File: config.mk
export PLATFORM = sky130hd
export DESIGN_NAME = slot_tracker
export DESIGN_NICKNAME = d
export VERILOG_FILES = /design/src/rtl/parking_pkg.sv /design/src/rtl/lowest_free_slot.sv /design/src/rtl/slot_tracker.sv
export SDC_FILE = /design/constraint.sdc
export NUM_CORES = 1
export LEC_CHECK = 0
export CORE_MARGIN = 5
export CORE_UTILIZATION = 40
export CTS_CLUSTER_DIAMETER = 50
export DETAILED_ROUTE_END_ITERATION = 6
export PLACE_DENSITY = 0.61
export SLEW_MARGIN = 15
export SYNTH_ARGS = -nofsm -noshare
export SYNTH_HDL_FRONTEND = slang
export SYNTH_SLANG_ARGS = --single-unit
File: constraint.sdc
create_clock -name clk -period 3.96 [get_ports clk]
set_clock_uncertainty 0.15 [all_clocks]
set_input_delay 1.188 -clock clk [delete_from_list [all_inputs] [get_ports clk]]
set_output_delay 1.188 -clock clk [all_outputs]
set_load 0.01 [all_outputs]
File: src/rtl/parking_pkg.sv
// Shared types and sizing for the parking-lot occupancy blocks.
// Slot indices, timer width and the entry-gate state encoding live here.
package parking_pkg;

   localparam int NUM_SLOTS = 8;
   localparam int SLOT_W    = 3;
   localparam int TIMER_W   = 4;

   typedef enum logic [1:0] {
      IDLE  = 2'd0,
      OPEN  = 2'd1,
      CLOSE = 2'd2
   } state_t;

   // One-hot mask selecting a single space in the occupancy bitmap.
   function automatic logic [NUM_SLOTS-1:0] slot_mask(input logic [SLOT_W-1:0] idx);
      logic [NUM_SLOTS-1:0] m;
      m      = '0;
      m[idx] = 1'b1;
      return m;
   endfunction

endpackage

File: src/rtl/lowest_free_slot.sv
// Priority encoder returning the lowest-numbered free (0) space of a bitmap.
// Index 0 has the highest priority; none_free flags a completely full lot.
module lowest_free_slot
   import parking_pkg::*;
(
   input  logic [NUM_SLOTS-1:0] bitmap,
   output logic [SLOT_W-1:0]    index,
   output logic                 none_free
);

   // Scan from the top down so the lowest free index is the last one written.
   always_comb begin
      index     = '0;
      none_free = 1'b1;
      for (int i = NUM_SLOTS - 1; i >= 0; i--) begin
         if (!bitmap[i]) begin
            index     = SLOT_W'(i);
            none_free = 1'b0;
         end
      end
   end

endmodule

File: src/rtl/slot_tracker.sv
// Occupancy tracker for the 8-space lot: allocates the lowest free space on arrival,
// runs the entry-gate handshake with timeout, and keeps the registered occupancy bitmap.
module slot_tracker
   import parking_pkg::*;
#(
   parameter int GATE_TIMEOUT = 15   // legal range 1..15
) (
   input  logic                 clk,
   input  logic                 rst_n,
   input  logic                 arrive,
   input  logic                 gate_done,
   input  logic                 depart,
   input  logic [SLOT_W-1:0]    depart_slot,
   output logic [NUM_SLOTS-1:0] new_capacity,
   output logic [SLOT_W-1:0]    assigned_slot,
   output logic                 gate_open,
   output logic                 full,
   output logic                 reject,
   output logic                 timeout,
   output logic                 depart_err
);

   localparam logic [TIMER_W-1:0] LAST_CNT = TIMER_W'(GATE_TIMEOUT - 1);

   state_t               state_q, state_d;
   logic [TIMER_W-1:0]   cnt_q, cnt_d;
   logic [NUM_SLOTS-1:0] bitmap_q, bitmap_d;
   logic [SLOT_W-1:0]    slot_q, slot_d;
   logic                 gate_open_q, gate_open_d;
   logic                 reject_q, reject_d;
   logic                 timeout_q, timeout_d;
   logic                 depart_err_q, depart_err_d;

   logic [NUM_SLOTS-1:0] set_mask;
   logic [NUM_SLOTS-1:0] clr_mask;
   logic [SLOT_W-1:0]    free_idx;
   logic                 none_free;

   lowest_free_slot u_lowest_free (
      .bitmap    (bitmap_q),
      .index     (free_idx),
      .none_free (none_free)
   );

   // Departures are judged against the registered bitmap, so a reserved but
   // uncommitted space still reads as free and is reported as an error.
   always_comb begin
      clr_mask     = '0;
      depart_err_d = 1'b0;
      if (depart) begin
         if (bitmap_q[depart_slot]) begin
            clr_mask = slot_mask(depart_slot);
         end else begin
            depart_err_d = 1'b1;
         end
      end
   end

   always_comb begin
      state_d   = state_q;
      cnt_d     = cnt_q;
      slot_d    = slot_q;
      set_mask  = '0;
      reject_d  = 1'b0;
      timeout_d = 1'b0;

      case (state_q)
         IDLE: begin
            if (arrive) begin
               if (none_free) begin
                  reject_d = 1'b1;
               end else begin
                  slot_d  = free_idx;
                  cnt_d   = '0;
                  state_d = OPEN;
               end
            end
         end

         OPEN: begin
            reject_d = arrive;
            // A gate_done in the last permitted cycle takes priority over timeout.
            if (gate_done) begin
               set_mask = slot_mask(slot_q);
               state_d  = CLOSE;
            end else if (cnt_q == LAST_CNT) begin
               timeout_d = 1'b1;
               state_d   = CLOSE;
            end else begin
               cnt_d = cnt_q + 1'b1;
            end
         end

         CLOSE: begin
            reject_d = arrive;
            state_d  = IDLE;
         end

         default: begin
            state_d = IDLE;
         end
      endcase

      bitmap_d    = (bitmap_q | set_mask) & ~clr_mask;
      gate_open_d = (state_d == OPEN);
   end

   always_ff @(posedge clk or negedge rst_n) begin
      if (!rst_n) begin
         state_q      <= IDLE;
         cnt_q        <= '0;
         bitmap_q     <= '0;
         slot_q       <= '0;
         gate_open_q  <= 1'b0;
         reject_q     <= 1'b0;
         timeout_q    <= 1'b0;
         depart_err_q <= 1'b0;
      end else begin
         state_q      <= state_d;
         cnt_q        <= cnt_d;
         bitmap_q     <= bitmap_d;
         slot_q       <= slot_d;
         gate_open_q  <= gate_open_d;
         reject_q     <= reject_d;
         timeout_q    <= timeout_d;
         depart_err_q <= depart_err_d;
      end
   end

   assign new_capacity  = bitmap_q;
   assign assigned_slot = slot_q;
   assign gate_open     = gate_open_q;
   assign full          = &bitmap_q;
   assign reject        = reject_q;
   assign timeout       = timeout_q;
   assign depart_err    = depart_err_q;

endmodule

==> impl_metrics.csv, run 1 <==
group,metric,value,unit
sta,whs,405,ps
grt,grt_util_all_layers,13.7,%
status,status,"complete, no violations",
floorplanning,die_w,63.9,um
clock_tree,cts_inserted_buffers,3,
worst_setup_path,critPathMaxFanout,9,
grt,grt_pass1_vias,978,
worst_hold_path,min_path_type,"flop to flop",
placement,port_buffers,23,
clock_tree,clkLatencyLatePin,300,ps
sta,rsz0062_at_grt,"false",
placement,hpwl,1.92,mm
yosys,synth_warnings,0,
yosys,ys_seq_area_share,45.2,%
clock_tree,cts.path.max_buffers,2,
cells_and_area,fin_area,1450,um2
sta,finalSetupViolations,0,
yosys,ys_seq_elements,21,
clock_tree,cts_tree,"built",
sta,drv_slew,0,
yosys,syn_area_per_cell,10.0,um2
clock_tree,clock-root-buffer,"clkbuf_4",
worst_setup_path,path_class,"flop to output port",
sta,post-route-period-util,77.4,%
floorplanning,die_y,63.9,um
routing,drt_wl_total,2.65,mm
sta,tightest_slew,938,ps
cells_and_area,layout_commonest_cell,"clkdlybuf4s50_1",
sta,setup_tns,0,ps
cells_and_area,drive_gt1_share,6.38,%
sta,fin_ws,896,ps
worst_setup_path,endpoint,"full",
clock_tree,cts_sinks,21,
floorplanning,num_io_pins,24,
routing,dr.pass1.iters,5,
routing,ant_nets,0,
clock_tree,cts.clk_slew.worst_paths,120,ps
clock_tree,htreeDepth,1,
cells_and_area,nets,155,
worst_setup_path,crit_start,"new_capacity[1]",
grt,antenna_found_initial,0,
worst_setup_path,worstPathArrival,1730,ps
yosys,syn_nets,129,
worst_setup_path,end_kind,"output port",
routing,avgViaCountPerCell,5.88,
floorplanning,row_count,19,
yosys,synthCells,116,
sta,finalHoldViolCount,0,
yosys,syn-cell-area,1160,um2
placement,dpl_cell_area,1420,um2
placement,dp_slack,1110,ps
job,cap_viol_max_count,0,
routing,first_iter_violations,61,
floorplanning,design.core.area,2780,um2
cells_and_area,nFillCells,264,
sta,period_minus_slack,3060,ps
worst_setup_path,cp.required,2620,ps
floorplanning,fp.dieArea,4090,um2
placement,gp_congestion,0.794,
worst_setup_path,reg2reg_setup_slack,1970,ps
worst_setup_path,r2r_cells,6,
worst_setup_path,worstSetupStartpointType,"flop",
clock_tree,cts-resized-gates,0,
worst_setup_path,worstReg2RegStart,"state_q[1]",
clock_tree,postCtsSetupRepairBufs,0,
routing,wl_per_cell,15.4,um
sta,max-slew-margin-rel,37.3,%
cells_and_area,diodes,0,
cells_and_area,fin_util,52.2,%
yosys,synth_cell_types,34,
cells_and_area,areaGrowthSynthToFinish,24.7,%
clock_tree,cts_hold_buf,0,
sta,fmax,0.326,GHz
floorplanning,start_util,41.8,%
grt,grt-ovfl-total,0,
routing,vias,1012,
grt,grt_max_degree,22,
cells_and_area,mostFrequentLayoutCells,"23 x clkdlybuf4s50_1, 21 x dfrtp_1, 13 x nand2_1, 11 x a21oi_1",
power,ir_drop,0.370,mV
worst_setup_path,rr_endpoint,"cnt_q[0]",
power,p_per_area,646,nW/um2
grt,grt_pass1_wl,4.60,mm
routing,drcViolationCount,0,
power,leakagePower,0.608,nW
[how the worst min path moves through the flow]
stage / from / to / slack (ps) / cells after the start
global placement: cnt_q[3] / cnt_q[3] / 380 / 1
detailed placement: assigned_slot[0] / assigned_slot[0] / 370 / 2
global route: cnt_q[3] / cnt_q[3] / 420 / 1
CTS: cnt_q[3] / cnt_q[3] / 400 / 1
floorplan: cnt_q[3] / cnt_q[3] / 340 / 1
finish: assigned_slot[0] / assigned_slot[0] / 410 / 2
[critical path, cell delays in order, from the launching register on]
cell             delay (ps)
dfrtp_1                 520
nand4_1                 190
nor2_1                  170
clkdlybuf4s50_1         550
[power breakdown]
group	internal [mW]	total (mW)	switching, mW
Sequential	0.290	0.407	0.117
Combinational	0.235	0.428	0.194
Clock	0.0376	0.102	0.0648
Total	0.562	0.937	0.376
[cell usage after synthesis (all sizes together)]
| cell | number | area (um2) |
|---|---|---|
| o22ai | 1 | 6.26 |
| mux2 | 1 | 15.0 |
| and3 | 3 | 18.8 |
| a22oi | 1 | 7.51 |
| ha | 5 | 62.6 |
| and4 | 2 | 22.5 |
| o211ai | 1 | 7.51 |
| o21ai | 6 | 30.0 |
| nand2 | 13 | 48.8 |
| nand4 | 3 | 18.8 |
| nor3b | 1 | 7.51 |
| mux4 | 2 | 48.8 |
| a221o | 1 | 10.0 |
| o2bb2ai | 1 | 8.76 |
| nor2 | 5 | 18.8 |
| clkbuf | 1 | 3.75 |
| o22a | 1 | 8.76 |
| dfrtp | 21 | 526 |
| a21oi | 11 | 55.1 |
| a31oi | 4 | 25.0 |
| a41oi | 6 | 52.6 |
| and2 | 1 | 6.26 |
| inv | 7 | 26.3 |
| buf | 1 | 5.00 |
| o311a | 1 | 10.0 |
| nor2b | 7 | 43.8 |
| a21o | 2 | 22.5 |
| nand3 | 2 | 10.0 |
| or3 | 1 | 6.26 |
| a32o | 1 | 10.0 |
| nand2b | 1 | 6.26 |
| o31ai | 2 | 15.0 |
[per-stage QoR]
step	std cells	total power [mW]
global route	172	1.02
finish	172	0.937
CTS	172	0.948
global placement	168	0.838
floorplan	116	0.636
detailed placement	168	0.835
[layout make-up]
cell class	count	area, um2	area share [%]
Clock buffer	3	22.5	1.55
Clock inverter	1	5.00	0.345
Inverter	7	26.3	1.81
Multi-Input combinational cell	86	603	41.6
Sequential cell	21	526	36.2
Tap cell	31	38.8	2.67
Timing Repair Buffer	23	230	15.9
[metal layers]
| metal | global-route usage [%] | wire length [um] |
|---|---|---|
| met2 | 19.1 | 1140 |
| met1 | 21.5 | 1350 |
| met5 | 0 | 0 |
| met3 | 2.28 | 134 |
| met4 | 3.90 | 23 |
[kinds of logic (layout without fill, tap and decap cells)]
family                     after synthesis  after routing  share of synthesized area, %
AOI/OAI and AO/OA                       39             39                          23.1
adders and majority gates                5              5                          5.38
buffers and inverters                    9             34                          3.01
DFF                                     21             21                          45.2
muxes                                    3              3                          5.48
and+or+nand+nor                         39             39                          17.9
[flip-flops by register name (all words and copies together), names as in the netlist]
signal / cells
new_capacity: 8
cnt_q: 4
assigned_slot: 3
state_q: 2
depart_err: 1
gate_open: 1
reject: 1
timeout: 1
Note: power is estimated with default switching activity, not from simulation.
==> inputs of run 2 (changes only) <==
==> constraint.sdc (replaced) <==
create_clock -name clk -period 2.9 [get_ports clk]
set_clock_uncertainty 0.15 [all_clocks]
set_input_delay 0.87 -clock clk [delete_from_list [all_inputs] [get_ports clk]]
set_output_delay 0.87 -clock clk [all_outputs]
set_load 0.01 [all_outputs]
==> run 2 against run 1 <==
Net effect: clock power rose by 34%; first-iteration DRC count fell by 33%; power rose by 38%; cell count rose by 1.2%; sequential share of layout area fell by 0.37 points; non-clock buffer count rose by 2; sequential power rose by 33%; critical path type unchanged; highest routed layer unchanged.
==> impl_metrics.csv, run 2 (same netlist as run 1, synthesis figures left out) <==
group,metric,value,unit
status,status,"complete, no violations",
worst_setup_path,worstReg2RegStart,"state_q[0]",
cells_and_area,diodes,0,
routing,ant_nets,0,
sta,post-route-period-util,93.7,%
worst_setup_path,path_cells,"nand4_1 > nor2_1 > clkdlybuf4s50_1",
placement,hpwl,2.04,mm
clock_tree,clkLatencyLatePin,300,ps
routing,vias,997,
cells_and_area,drive_gt1_share,7.69,%
worst_setup_path,critPathMaxFanout,8,
placement,port_buffers,23,
clock_tree,clock-root-buffer,"clkbuf_4",
power,power.share.sequential,41.9,%
job,cap_viol_max_count,0,
worst_setup_path,crit_path_top_delay_cell,"clkdlybuf4s50_1",
cells_and_area,areaGrowthSynthToFinish,26.0,%
floorplanning,fp.dieArea,4090,um2
clock_tree,htreeDepth,1,
floorplanning,design.core.area,2780,um2
worst_setup_path,cp.required,1880,ps
power,leakagePower,0.618,nW
floorplanning,num_io_pins,24,
cells_and_area,mostFrequentLayoutCells,"23 x clkdlybuf4s50_1, 21 x dfrtp_1, 13 x nand2_1, 11 x a21oi_1",
grt,grt-ovfl-total,0,
clock_tree,cts_sinks,21,
sta,drv_slew,0,
cells_and_area,final_cells,174,
grt,grt_pass1_vias,987,
worst_hold_path,holdPathStages,2,
clock_tree,cts_inserted_buffers,3,
worst_setup_path,end_kind,"output port",
routing,drcViolationCount,0,
placement,gp_congestion,0.807,
worst_setup_path,worstPathArrival,1700,ps
power,internal_power,0.778,mW
power,swShare,39.9,%
worst_setup_path,reg2reg_setup_slack,880,ps
worst_setup_path,worstSetupStartpointType,"flop",
sta,period_minus_slack,2720,ps
power,p_comb_share,47.5,%
sta,finalSetupViolations,0,
grt,grt_pass1_wl,4.67,mm
clock_tree,cts.clk_slew.worst_paths,110,ps
sta,fmax,0.368,GHz
power,switchingPower,0.516,mW
floorplanning,die_w,63.9,um
sta,rsz0062_at_grt,"false",
worst_setup_path,r2r_cells,6,
clock_tree,cts_tree,"built",
clock_tree,cts_hold_buf,0,
power,clkPwrFrac,10.6,%
worst_hold_path,min_from,"assigned_slot[0]",
grt,grt_max_degree,22,
clock_tree,cts.path.max_buffers,2,
worst_setup_path,path_class,"flop to output port",
clock_tree,cts-resized-gates,0,
routing,wl_per_cell,15.5,um
worst_hold_path,min_path_type,"flop to flop",
cells_and_area,layout_commonest_cell,"clkdlybuf4s50_1",
routing,avgViaCountPerCell,5.73,
floorplanning,row_count,19,
placement,dp_cells,170,
sta,setup_tns,0,ps
power,ir_drop,0.536,mV
routing,drt_wl_total,2.70,mm
clock_tree,postCtsSetupRepairBufs,0,
routing,first_iter_violations,41,
cells_and_area,largest_register_ffs,8,
grt,antenna_found_initial,0,
floorplanning,die_y,63.9,um
power,p_per_area,882,nW/um2
cells_and_area,nFillCells,258,
worst_setup_path,worst_path_largest_cell_delay,550,ps
grt,grt_util_all_layers,14.1,%
sta,max-slew-margin-rel,73.3,%
floorplanning,start_util,41.8,%
worst_setup_path,crit_start,"new_capacity[0]",
cells_and_area,nets,157,
routing,dr.pass1.iters,6,
worst_hold_path,holdPathEnd,"assigned_slot[0]",
worst_setup_path,rr_endpoint,"cnt_q[0]",
sta,tightest_slew,396,ps
sta,finalHoldViolCount,0,
[run 2: cell count changes in the layout (fill, tap and decap cells not counted)]
cell and delta:
buf_4 +2
[run 2: how the worst max path moves through the flow]
stage / endpoint / slack, ps / cells after the start
5_1_grt: full / 30 / 3
3_5_place_dp: depart_err / 360 / 4
6_report: full / 180 / 3
2_1_floorplan: depart_err / 820 / 4
4_1_cts: full / 170 / 3
3_3_place_gp: cnt_q[0] / 380 / 5
[run 2: power by group through the flow]
stage          clock, mW  sequential (mW)  combinational, mW
3_3_place_gp           0            0.547              0.609
2_1_floorplan          0            0.558              0.311
4_1_cts            0.146            0.543              0.621
3_5_place_dp           0            0.549              0.617
5_1_grt            0.158            0.571              0.684
6_report           0.137            0.542              0.614
[run 2: critical path, delay by kind of cell (launching register included)]
family	cells	cell delay, ps
buffers and inverters	1	550
DFF	1	490
and+or+nand+nor	2	360
[run 2: final cells by class]
cell class / count / area, um2 / share of cell area (%)
clock buffers: 3 / 22.5 / 1.54
clock inverters: 1 / 5.00 / 0.341
inverters: 7 / 26.3 / 1.79
multi-input cells: 86 / 603 / 41.1
flip-flops and latches: 21 / 526 / 35.8
well taps: 31 / 38.8 / 2.65
repair buffers: 25 / 245 / 16.7
[run 2: metal layers]
metal  part of all wire (%)  vias up  global-route usage [%]  wire (um)
li1                       -      491                       -          -
met1                     50      477                    20.6       1360
met2                     44       27                    21.2       1180
met3                    5.3        2                    3.85        143
met4                   0.85        0                    2.34         23
met5                      0        -                       0          0
[run 2: metrics by stage]
step | power, mW | area, um2 | utilization, % | setup slack, ps | hold slack, ps
after floorplan | 0.869 | 1160 | - | 822 | 338
after global placement | 1.16 | 1440 | 51.7 | 379 | 383
after detailed placement | 1.17 | 1440 | 51.7 | 358 | 376
after CTS | 1.31 | 1470 | 52.7 | 170 | 407
after global routing | 1.41 | 1470 | 52.7 | 33.5 | 430
final | 1.29 | 1470 | 52.7 | 183 | 407
==> inputs of run 3 (changes only) <==
==> constraint.sdc (replaced) <==
create_clock -name clk -period 2.9 [get_ports clk]
set_clock_uncertainty 0.15 [all_clocks]
set_input_delay 0.87 -clock clk [delete_from_list [all_inputs] [get_ports clk]]
set_output_delay 0.87 -clock clk [all_outputs]
set_load 0.1 [all_outputs]
==> run 3 against run 2 <==
Net effect: first-iteration DRC count up 49%; sequential share of layout area up 0.72 points; worst hold slack worse by 5.1 ps; critical path depth unchanged; final area down 2.0%; sequential cell count unchanged; maximum frequency up 10%; wire length up 1.2%; cell count down 0.57%; critical path type unchanged; highest routed layer unchanged.
==> impl_metrics.csv, run 3 (same netlist as run 1, synthesis figures left out) <==
group,metric,value,unit
routing,drt_wl_total,2.73,mm
clock_tree,cts_inserted_buffers,3,
cells_and_area,largest_register_ffs,8,
cells_and_area,fin_area,1440,um2
clock_tree,cts_tree,"built",
sta,finalHoldViolCount,0,
sta,tightest_slew,378,ps
grt,grt_pass1_vias,990,
worst_setup_path,critPathMaxFanout,9,
worst_setup_path,crit_start,"new_capacity[1]",
sta,max-slew-margin-rel,74.5,%
grt,grt-ovfl-total,0,
clock_tree,htreeDepth,1,
sta,drv_slew,0,
sta,whs,402,ps
grt,grt_util_all_layers,14.1,%
routing,avgViaCountPerCell,5.98,
cells_and_area,mostFrequentLayoutCells,"21 x dfrtp_1, 16 x buf_4, 13 x nand2_1, 11 x a21oi_1",
cells_and_area,nFillCells,249,
clock_tree,cts_sinks,21,
worst_hold_path,min_path_type,"flop to flop",
floorplanning,row_count,19,
worst_setup_path,crit_path_top_delay_cell,"dfrtp_1",
routing,drcViolationCount,0,
worst_setup_path,worstReg2RegStart,"state_q[0]",
cells_and_area,diodes,0,
sta,finalSetupViolations,0,
clock_tree,postCtsSetupRepairBufs,0,
routing,ant_nets,0,
clock_tree,cts_hold_buf,0,
routing,vias,1034,
grt,grt_pass1_wl,4.67,mm
cells_and_area,nets,156,
clock_tree,cts-resized-gates,0,
placement,hpwl,2.00,mm
floorplanning,start_util,41.8,%
worst_hold_path,min_from,"cnt_q[3]",
worst_setup_path,worstPathArrival,1440,ps
status,status,"complete, no violations",
placement,port_buffers,23,
placement,dpl_cell_area,1410,um2
grt,antenna_found_initial,0,
job,cap_viol_max_count,0,
cells_and_area,drive_gt1_share,18.3,%
worst_setup_path,path_cells,"nand4_1 > nor2_4 > buf_12",
grt,grt_max_degree,22,
worst_setup_path,cp.required,1880,ps
routing,first_iter_violations,61,
clock_tree,cts.clk_slew.worst_paths,120,ps
floorplanning,design.core.area,2780,um2
placement,gp_congestion,0.783,
worst_setup_path,worstSetupStartpointType,"flop",
floorplanning,die_y,63.9,um
clock_tree,clkLatencyLatePin,310,ps
routing,wl_per_cell,15.8,um
sta,rsz0062_at_grt,"false",
sta,fmax,0.406,GHz
sta,period_minus_slack,2460,ps
cells_and_area,layout_commonest_cell,"dfrtp_1",
floorplanning,num_io_pins,24,
worst_setup_path,end_kind,"output port",
floorplanning,die_w,63.9,um
worst_setup_path,path_class,"flop to output port",
cells_and_area,areaGrowthSynthToFinish,23.5,%
worst_setup_path,worst_path_largest_cell_delay,520,ps
sta,post-route-period-util,84.9,%
sta,setup_tns,0,ps
clock_tree,clock-root-buffer,"clkbuf_4",
clock_tree,cts.path.max_buffers,2,
routing,dr.pass1.iters,5,
floorplanning,fp.dieArea,4090,um2
==> run 3: critical path: cells and delay by family (launching register included) <==
kind / cells / cell delay (ps)
flip-flops: 1 / 520
AND/OR/NAND/NOR: 2 / 430
buffers and inverters: 1 / 180
==> run 3: area by class of cell <==
class / instances / area [um2] / share of cell area (%)
Multi-Input combinational cell: 86 / 611 / 42.5
Sequential cell: 21 / 526 / 36.6
Timing Repair Buffer: 24 / 210 / 14.6
Tap cell: 31 / 38.8 / 2.70
Clock buffer: 4 / 26.3 / 1.83
Inverter: 7 / 26.3 / 1.83
==> run 3: path summary, 6_finish.rpt <==
| kind | endpoint | slack [ps] | cells after the start |
|---|---|---|---|
| max | full | 440 | 3 |
| min | cnt_q[3] | 400 | 1 |
| max reg2reg | cnt_q[0] | 890 | 6 |
| min reg2reg | cnt_q[3] | 400 | 1 |
| max in group asynchronous | state_q[0] | 1650 | 2 |
| min in group asynchronous | assigned_slot[0] | 740 | 2 |
==> run 3: layer usage <==
layer | vias to the layer above | global-route usage (%) | share of wire, %
met4 | 0 | 4.68 | 1.3
met3 | 5 | 2.63 | 7.9
met1 | 492 | 21.7 | 48
met5 | - | 0 | 0
met2 | 42 | 19.5 | 43
li1 | 495 | - | -
==> run 3: stage by stage <==
stage                     instances  worst slack [ps]  util, %
final                           173               437     51.7
after global routing            173               356     51.7
after CTS                       173               422     51.7
after detailed placement        169               353     50.7
after global placement          169               379     50.7
after floorplan                 116             0.429        -
Power of run 3 is not shown: default switching activity piles up to over one toggle a cycle in this logic, so the estimate is an artifact.
